`src/rtl/el2_pmp_bounds_cache_if.sv`:
```
// Bus between the PMP CSR block, the bounds cache and the LSU/IFU range checkers.
// The master drives the CSR view; the slave (bounds cache) returns cached byte-address bounds.
interface el2_pmp_bounds_cache_if #(
  parameter int PMP_ENTRIES = 16
);
  logic                          cfg_update;
  logic [PMP_ENTRIES-1:0][7:0]   pmp_pmpcfg;
  logic [PMP_ENTRIES-1:0][31:0]  pmp_pmpaddr;
  logic [PMP_ENTRIES-1:0][31:0]  region_base;
  logic [PMP_ENTRIES-1:0][31:0]  region_limit;
  logic [PMP_ENTRIES-1:0]        region_en;
  logic                          bounds_valid;
  logic                          busy;

  modport master (
    output cfg_update, pmp_pmpcfg, pmp_pmpaddr,
    input  region_base, region_limit, region_en, bounds_valid, busy
  );

  modport slave (
    input  cfg_update, pmp_pmpcfg, pmp_pmpaddr,
    output region_base, region_limit, region_en, bounds_valid, busy
  );
endinterface

```
`src/rtl/el2_pmp_bounds_cache.sv`:
```
// Walks the PMP entries one per cycle and caches inclusive {base, limit, en} byte bounds,
// so the PMP checkers only need plain 32-bit range compares.
module el2_pmp_bounds_cache #(
  parameter  int PMP_ENTRIES = 16,
  localparam int IDX_W       = (PMP_ENTRIES > 1) ? $clog2(PMP_ENTRIES) : 1
) (
  input  logic                   clk,
  input  logic                   rst,
  el2_pmp_bounds_cache_if.slave  bus
);

  localparam logic [0:0]       ST_IDLE  = 1'b0;
  localparam logic [0:0]       ST_SCAN  = 1'b1;
  localparam logic [IDX_W-1:0] LAST_IDX = IDX_W'(PMP_ENTRIES - 1);

  localparam logic [1:0] A_TOR   = 2'd1;
  localparam logic [1:0] A_NA4   = 2'd2;
  localparam logic [1:0] A_NAPOT = 2'd3;

  logic [0:0]                    r_state;
  logic [IDX_W-1:0]              r_idx;
  logic [PMP_ENTRIES-1:0][31:0]  r_base;
  logic [PMP_ENTRIES-1:0][31:0]  r_limit;
  logic [PMP_ENTRIES-1:0]        r_en;

  logic [1:0]   w_mode;
  logic [29:0]  w_a;
  logic [29:0]  w_prev;
  logic [4:0]   w_t;
  logic [31:0]  w_byte;
  logic [31:0]  w_lo;
  logic [31:0]  w_base;
  logic [31:0]  w_limit;
  logic         w_en;
  logic         w_unused;

  // Lock and XWR bits, and pmpaddr[31:30], are read by consumers straight from the CSRs.
  assign w_unused = ^{bus.pmp_pmpcfg, bus.pmp_pmpaddr};

  // Select the entry under the walk pointer and its TOR predecessor from the live CSRs.
  always_comb begin
    // NOTE: every combinational output gets a default first, so no path can infer a latch.
    w_mode = '0;
    w_a    = '0;
    w_prev = '0;
    for (int j = 0; j < PMP_ENTRIES; j++) begin
      if (IDX_W'(j) == r_idx) begin
        w_mode = bus.pmp_pmpcfg[j][4:3];
        w_a    = bus.pmp_pmpaddr[j][29:0];
      end
    end
    for (int j = 0; j < PMP_ENTRIES - 1; j++) begin
      if (IDX_W'(j + 1) == r_idx) begin
        w_prev = bus.pmp_pmpaddr[j][29:0];
      end
    end
  end

  // Trailing-ones count of the word address; 30 means the NAPOT region spans all of memory.
  always_comb begin
    // NOTE: a running count inside one always_comb must use blocking '=' so each iteration sees the last.
    w_t = '0;
    for (int k = 0; k < 30; k++) begin
      if (w_a[k] && (w_t == 5'(k))) begin
        w_t = 5'(k + 1);
      end
    end
  end

  assign w_byte = {w_a, 2'b00};
  assign w_lo   = {w_prev, 2'b00};

  always_comb begin
    w_base  = '0;
    w_limit = '0;
    w_en    = 1'b0;
    case (w_mode)
      A_TOR: begin
        w_base = w_lo;
        if (w_byte <= w_lo) begin
          w_limit = w_lo;
        end else begin
          w_en    = 1'b1;
          w_limit = w_byte - 32'd1;
        end
      end
      A_NA4: begin
        w_en    = 1'b1;
        w_base  = w_byte;
        w_limit = w_byte + 32'd3;
      end
      A_NAPOT: begin
        w_en = 1'b1;
        if (w_t == 5'd30) begin
          w_base  = '0;
          w_limit = 32'hFFFF_FFFF;
        end else begin
          // base is aligned to the region size, so OR-ing the size mask equals base + size - 1.
          w_base  = {w_a & (30'h3FFF_FFFF << (w_t + 5'd1)), 2'b00};
          w_limit = w_base | ~(32'hFFFF_FFFF << ({1'b0, w_t} + 6'd3));
        end
      end
      default: ;
    endcase
  end

  // Walk controller: a CSR write always restarts from entry 0, even on the last entry.
  always_ff @(posedge clk or posedge rst) begin
    if (rst) begin
      r_state <= ST_SCAN;
      r_idx   <= '0;
      // NOTE: the bounds array is reset on purpose: consumers must never see stale regions after reset.
      r_base  <= '0;
      r_limit <= '0;
      r_en    <= '0;
    end else begin
      case (r_state)
        ST_IDLE: begin
          if (bus.cfg_update) begin
            r_state <= ST_SCAN;
            r_idx   <= '0;
          end
        end
        default: begin
          for (int j = 0; j < PMP_ENTRIES; j++) begin
            if (IDX_W'(j) == r_idx) begin
              r_base[j]  <= w_base;
              r_limit[j] <= w_limit;
              r_en[j]    <= w_en;
            end
          end
          if (bus.cfg_update) begin
            r_idx <= '0;
          end else if (r_idx == LAST_IDX) begin
            r_state <= ST_IDLE;
            r_idx   <= '0;
          end else begin
            r_idx <= r_idx + 1'b1;
          end
        end
      endcase
    end
  end

  assign bus.region_base  = r_base;
  assign bus.region_limit = r_limit;
  assign bus.region_en    = r_en;
  assign bus.bounds_valid = (r_state == ST_IDLE);
  assign bus.busy         = (r_state == ST_SCAN);

endmodule

```
`src/flat_wrapper.sv`:
```
// flat-port wrapper written by rule: the top's interface ports become plain ports
module el2_pmp_bounds_cache_flat 
#(
  parameter  int PMP_ENTRIES = 16,
  localparam int IDX_W       = (PMP_ENTRIES > 1) ? $clog2(PMP_ENTRIES) : 1
)
  (clk, rst, bus_cfg_update, bus_pmp_pmpcfg, bus_pmp_pmpaddr, bus_region_base, bus_region_limit, bus_region_en, bus_bounds_valid, bus_busy);
  el2_pmp_bounds_cache_if #(.PMP_ENTRIES(PMP_ENTRIES)) bus_i ();
  input  logic clk;
  input  logic rst;
  input wire logic [$bits(bus_i.cfg_update)-1:0] bus_cfg_update;
  input wire logic [$bits(bus_i.pmp_pmpcfg)-1:0] bus_pmp_pmpcfg;
  input wire logic [$bits(bus_i.pmp_pmpaddr)-1:0] bus_pmp_pmpaddr;
  output wire logic [$bits(bus_i.region_base)-1:0] bus_region_base;
  output wire logic [$bits(bus_i.region_limit)-1:0] bus_region_limit;
  output wire logic [$bits(bus_i.region_en)-1:0] bus_region_en;
  output wire logic [$bits(bus_i.bounds_valid)-1:0] bus_bounds_valid;
  output wire logic [$bits(bus_i.busy)-1:0] bus_busy;
  assign bus_i.cfg_update = bus_cfg_update;
  assign bus_i.pmp_pmpcfg = bus_pmp_pmpcfg;
  assign bus_i.pmp_pmpaddr = bus_pmp_pmpaddr;
  assign bus_region_base = bus_i.region_base;
  assign bus_region_limit = bus_i.region_limit;
  assign bus_region_en = bus_i.region_en;
  assign bus_bounds_valid = bus_i.bounds_valid;
  assign bus_busy = bus_i.busy;
  el2_pmp_bounds_cache #(.PMP_ENTRIES(PMP_ENTRIES)) u_core (.clk(clk), .rst(rst), .bus(bus_i));
endmodule
```
`config.mk`:
```
export PLATFORM = sky130hd
export DESIGN_NAME = el2_pmp_bounds_cache_flat
export DESIGN_NICKNAME = d
export VERILOG_FILES = /design/src/rtl/el2_pmp_bounds_cache_if.sv /design/src/rtl/el2_pmp_bounds_cache.sv /design/src/flat_wrapper.sv
export SDC_FILE = /design/constraint.sdc
export NUM_CORES = 2
export LEC_CHECK = 0
export ABC_AREA = 1
export BUFFER_PORTS_ARGS = -buffer_cell sky130_fd_sc_hd__clkbuf_2
export CAP_MARGIN = 0
export CORE_AREA = 2 2 658 660
export CTS_BUF_LIST = sky130_fd_sc_hd__clkbuf_8
export DETAILED_ROUTE_END_ITERATION = 8
export DIE_AREA = 0 0 660 662
export HOLD_SLACK_MARGIN = 0.08
export PLACE_DENSITY_LB_ADDON = 0.1
export SYNTH_ARGS = -nofsm -noshare
export SYNTH_HDL_FRONTEND = slang
export SYNTH_SLANG_ARGS = --single-unit
```
`constraint.sdc`:
```
create_clock -name clk -period 62.7 [get_ports clk]
set_clock_uncertainty 0.2 [all_clocks]
set_input_delay 9.405 -clock clk [delete_from_list [all_inputs] [get_ports clk]]
set_output_delay 9.405 -clock clk [all_outputs]
set_load 0.02 [all_outputs]
```
==> out/qor.csv <==
stage,metric,value,unit
outcome,status,"complete, no violations",
finish,finish.instance_area,0.0703,sq mm
global_route,first_global_vias,54300,
pwr,p_leak,0.0347,uW
worst_setup_path,critPathMaxStageDelay,810,ps
routing,wl_per_cell,29.8,um
placement,place_ws,43700,ps
global_route,antenna_found_initial,134,
clock_network,postCtsSetupBuffers,0,
pwr,p_per_area,41.6,mW/mm^2
clock_network,cts.sinks,1013,
logic_synthesis,synth-simple-area-share,34.0,%
pwr,switchingPower,1430,uW
finish,finalNetCount,9141,
logic_synthesis,syn-cell-area,0.0517,sq mm
worst_setup_path,rr_endpoint,u_core.bus.region_limit[506]$_DFFE_PP0P_,
logic_synthesis,synth_edf_count,0,
routing,viasPerCell,3.87,
finish,drive_above_1_share,25.8,%
sta,period_needed,17980,ps
clock_network,root_buffer,clkbuf_8,
worst_setup_path,crit_arrival,18600,ps
worst_setup_path,r2r-start,u_core.r_idx[1]$_DFFE_PP0P_,
logic_synthesis,synth_top_family_by_area,simple AND/OR/NAND/NOR gates,
sta,maxSlewHeadroom,11.3,%
min_path,min_delay_path_depth,2,
min_path,hold_path_class,register to register,
logic_synthesis,synthAdderAreaFrac,1.09,%
worst_setup_path,cp_common_cell,nor2_1,
worst_setup_path,r2r_slack,51220,ps
floorplanning,ioPinCount,1685,
clock_network,cts_hold_buf,0,
worst_setup_path,crit_end,u_core.bus.region_limit[506]$_DFFE_PP0P_,
floorplanning,dieArea,0.437,sq mm
pwr,clock_power_share,25.5,%
clock_network,cts.clk_slew.worst_paths,50,ps
finish,syn_to_final_growth,35.9,%
pwr,power_frac_comb,43.4,%
floorplanning,fp.coreArea,0.430,sq mm
clock_network,cts_buffer_depth,4,
routing,drcViolationCount,0,
clock_network,insertion_delay,1030,ps
pwr,p_int,1500,uW
logic_synthesis,synth_compound_area_share,9.45,%
clock_network,postCtsResizedCells,0,
logic_synthesis,yosysTopAreaCellShare,49.0,%
logic_synthesis,synthTopCellsByArea,"dfrtp_1, nand2_1, nand3_1",
logic_synthesis,async_reset_ff_share,100,%
global_route,grt_pass1_wl,550000,um
sta,maxSlewViolCount,0,
worst_setup_path,worst-path-buf-inv,4,
routing,finalWirelength,427000,um
worst_setup_path,cp-start-kind,primary input,
global_route,grt_max_degree,144,
finish,layout.cells.most_common_list,"nand2_1, clkbuf_2, dfrtp_1",
pwr,seq_power_share,31.2,%
sta,timing.setup.tns,0,ps
logic_synthesis,yosysWarnings,0,
floorplanning,die_h,662,um
logic_synthesis,synth_seq_cells,1013,
placement,place.gp.congestion,0.905,
sta,setup_ws,44720,ps
sta,min_period_over_period,28.7,%
logic_synthesis,avgSynthCellArea,7.38,sq um
routing,drt-initial-drc-count,5347,
placement,io_buffers,1524,
worst_setup_path,reg2regPathDepth,47,
worst_setup_path,worstSetupPathDepth,43,
logic_synthesis,synth.area.mux_share,0,%
worst_setup_path,crit_path_top_delay_cell,o311ai_0,
sta,worst_pin_slew,1330,ps
logic_synthesis,netlist_instances,7010,
worst_setup_path,crit_family,simple AND/OR/NAND/NOR gates,
pwr,peakVddDrop,18.2,uV
worst_setup_path,cp_max_fo,16,
global_route,gr-usage-all-layers,18.8,%
sta,hold_slack,276,ps
placement,dpl_cell_area,0.0659,sq mm
sta,hold_viol_final,0,
clock_network,cts_buffers,213,
logic_synthesis,yosys.area.top_type,dfrtp_1,
global_route,overflow,0,
floorplanning,num_rows,241,
logic_synthesis,synth_xor_area_share,0.0823,%
clock_network,htreeDepth,4,
worst_setup_path,cp_data_required_time,63330,ps
clock_network,cts_tree,yes,
pwr,p_sw_share,48.7,%
run,cap_violations,0,
sta,rsz0062_at_grt,false,
worst_setup_path,worst-setup-path-type,primary input to register,
sta,setup_viol,0,
placement,dp_hpwl,317000,um
routing,dr.pass1.iters,7,
floorplanning,initial_core_util,12.0,%
logic_synthesis,post_synth_num_cell_types,64,
logic_synthesis,ys.flop_type,dfrtp_1,
routing,vias,55600,
worst_setup_path,critPathLaunch,bus_pmp_pmpaddr[33],
routing,ant_nets,0,
floorplanning,fp.dieW,660,um
sta,clock.fmax,55.6,MHz
worst_setup_path,cp-end-kind,register,
finish,layout_commonest_cell,nand2_1,
logic_synthesis,synth_seq_area_share,49.0,%
finish,final_util,16.4,%
worst reg2reg max path: cells and delay by family, from the launching register on:
kind                     cells  cell delay [ps]
buffers and inverters        5              990
XOR/XNOR                     1              730
flip-flops                   1              430
AND/OR/NAND/NOR             27             4530
adder cells (fa/ha/maj)      3             1060
AO/OA/AOI/OAI               11             3320
sequential cells by signal (all words and copies together) (netlist names):
| signal | cells |
|---|---|
| u_core.bus.busy | 1 |
| u_core.bus.region_base | 480 |
| u_core.bus.region_en | 16 |
| u_core.bus.region_limit | 512 |
| u_core.r_idx | 4 |
synthesized netlist by cell type, types with 5 or more instances:
master / instances
nand2_1: 3622
dfrtp_1: 1012
nor2_1: 342
clkbuf_1: 286
nand3_1: 259
o21ai_0: 245
inv_1: 235
a21oi_1: 132
o211ai_1: 118
buf_2: 90
buf_4: 61
o21ai_1: 60
nand4_1: 57
a22oi_1: 49
ha_1: 45
nand2_2: 45
buf_1: 37
or2_2: 36
a31oi_1: 34
a221oi_1: 26
inv_2: 26
o22ai_1: 23
o21bai_2: 14
a211oi_1: 13
nand3_2: 13
buf_6: 12
o221ai_1: 12
nor3_1: 10
clkinv_1: 9
nor2_2: 9
nor2_4: 9
o21bai_4: 9
a21oi_2: 5
o2111ai_1: 5
layout make-up:
type | instances | area [sq um]
Clock buffer | 272 | 3740
Tap cell | 5710 | 7140
Inverter | 270 | 1050
Sequential cell | 1013 | 25400
Clock inverter | 93 | 520
Timing Repair Buffer | 1684 | 8890
Fill cell | 49500 | 359000
Antenna cell | 31 | 77.6
Multi-Input combinational cell | 5271 | 23500
logic make-up (layout without fill, tap and decap cells):
| kind of cell | count (synthesis) | count (layout) |
|---|---|---|
| AO/OA/AOI/OAI | 770 | 770 |
| buffers and inverters | 757 | 2319 |
| XOR/XNOR | 4 | 4 |
| adder cells (fa/ha/maj) | 45 | 45 |
| other | 1 | 63 |
| flip-flops | 1013 | 1013 |
| AND/OR/NAND/NOR | 4420 | 4420 |
through the flow:
| step | power (uW) | instances |
|---|---|---|
| CTS | 3000 | 14300 |
| floorplan | 1490 | 7041 |
| finish | 2920 | 14300 |
| global route | 3090 | 14300 |
| global placement | 2230 | 13900 |
| detailed placement | 2230 | 13900 |
how the worst min path moves through the flow:
| stage | startpoint | to | slack (ps) |
|---|---|---|---|
| floorplan | u_core.r_idx[0]$_DFFE_PP0P_ | u_core.r_idx[0]$_DFFE_PP0P_ | 330 |
| global placement | u_core.bus.region_base[374]$_DFFE_PP0P_ | u_core.bus.region_base[374]$_DFFE_PP0P_ | 260 |
| detailed placement | u_core.bus.region_base[261]$_DFFE_PP0P_ | u_core.bus.region_base[261]$_DFFE_PP0P_ | 270 |
| CTS | u_core.bus.region_limit[476]$_DFFE_PP0P_ | u_core.bus.region_limit[476]$_DFFE_PP0P_ | 280 |
| global route | u_core.bus.region_limit[263]$_DFFE_PP0P_ | u_core.bus.region_limit[263]$_DFFE_PP0P_ | 290 |
| finish | u_core.bus.region_limit[302]$_DFFE_PP0P_ | u_core.bus.region_limit[302]$_DFFE_PP0P_ | 280 |
metal layers:
layer	track usage, %	vias up	routed length, um
met3	3.38	539	23500
met4	5.19	78	12800
met5	0	-	511
met2	33.1	2202	211000
li1	-	25100	-
met1	23.3	27700	179000
power groups by stage:
stage               sequential, uW  clock (uW)  combinational (uW)
floorplan                     1120           0                 369
global placement               919           0                1310
detailed placement             922           0                1310
CTS                            913         780                1310
global route                   932         805                1350
finish                         912         745                1270
No activity file was read; power rests on OpenSTA's default activity.
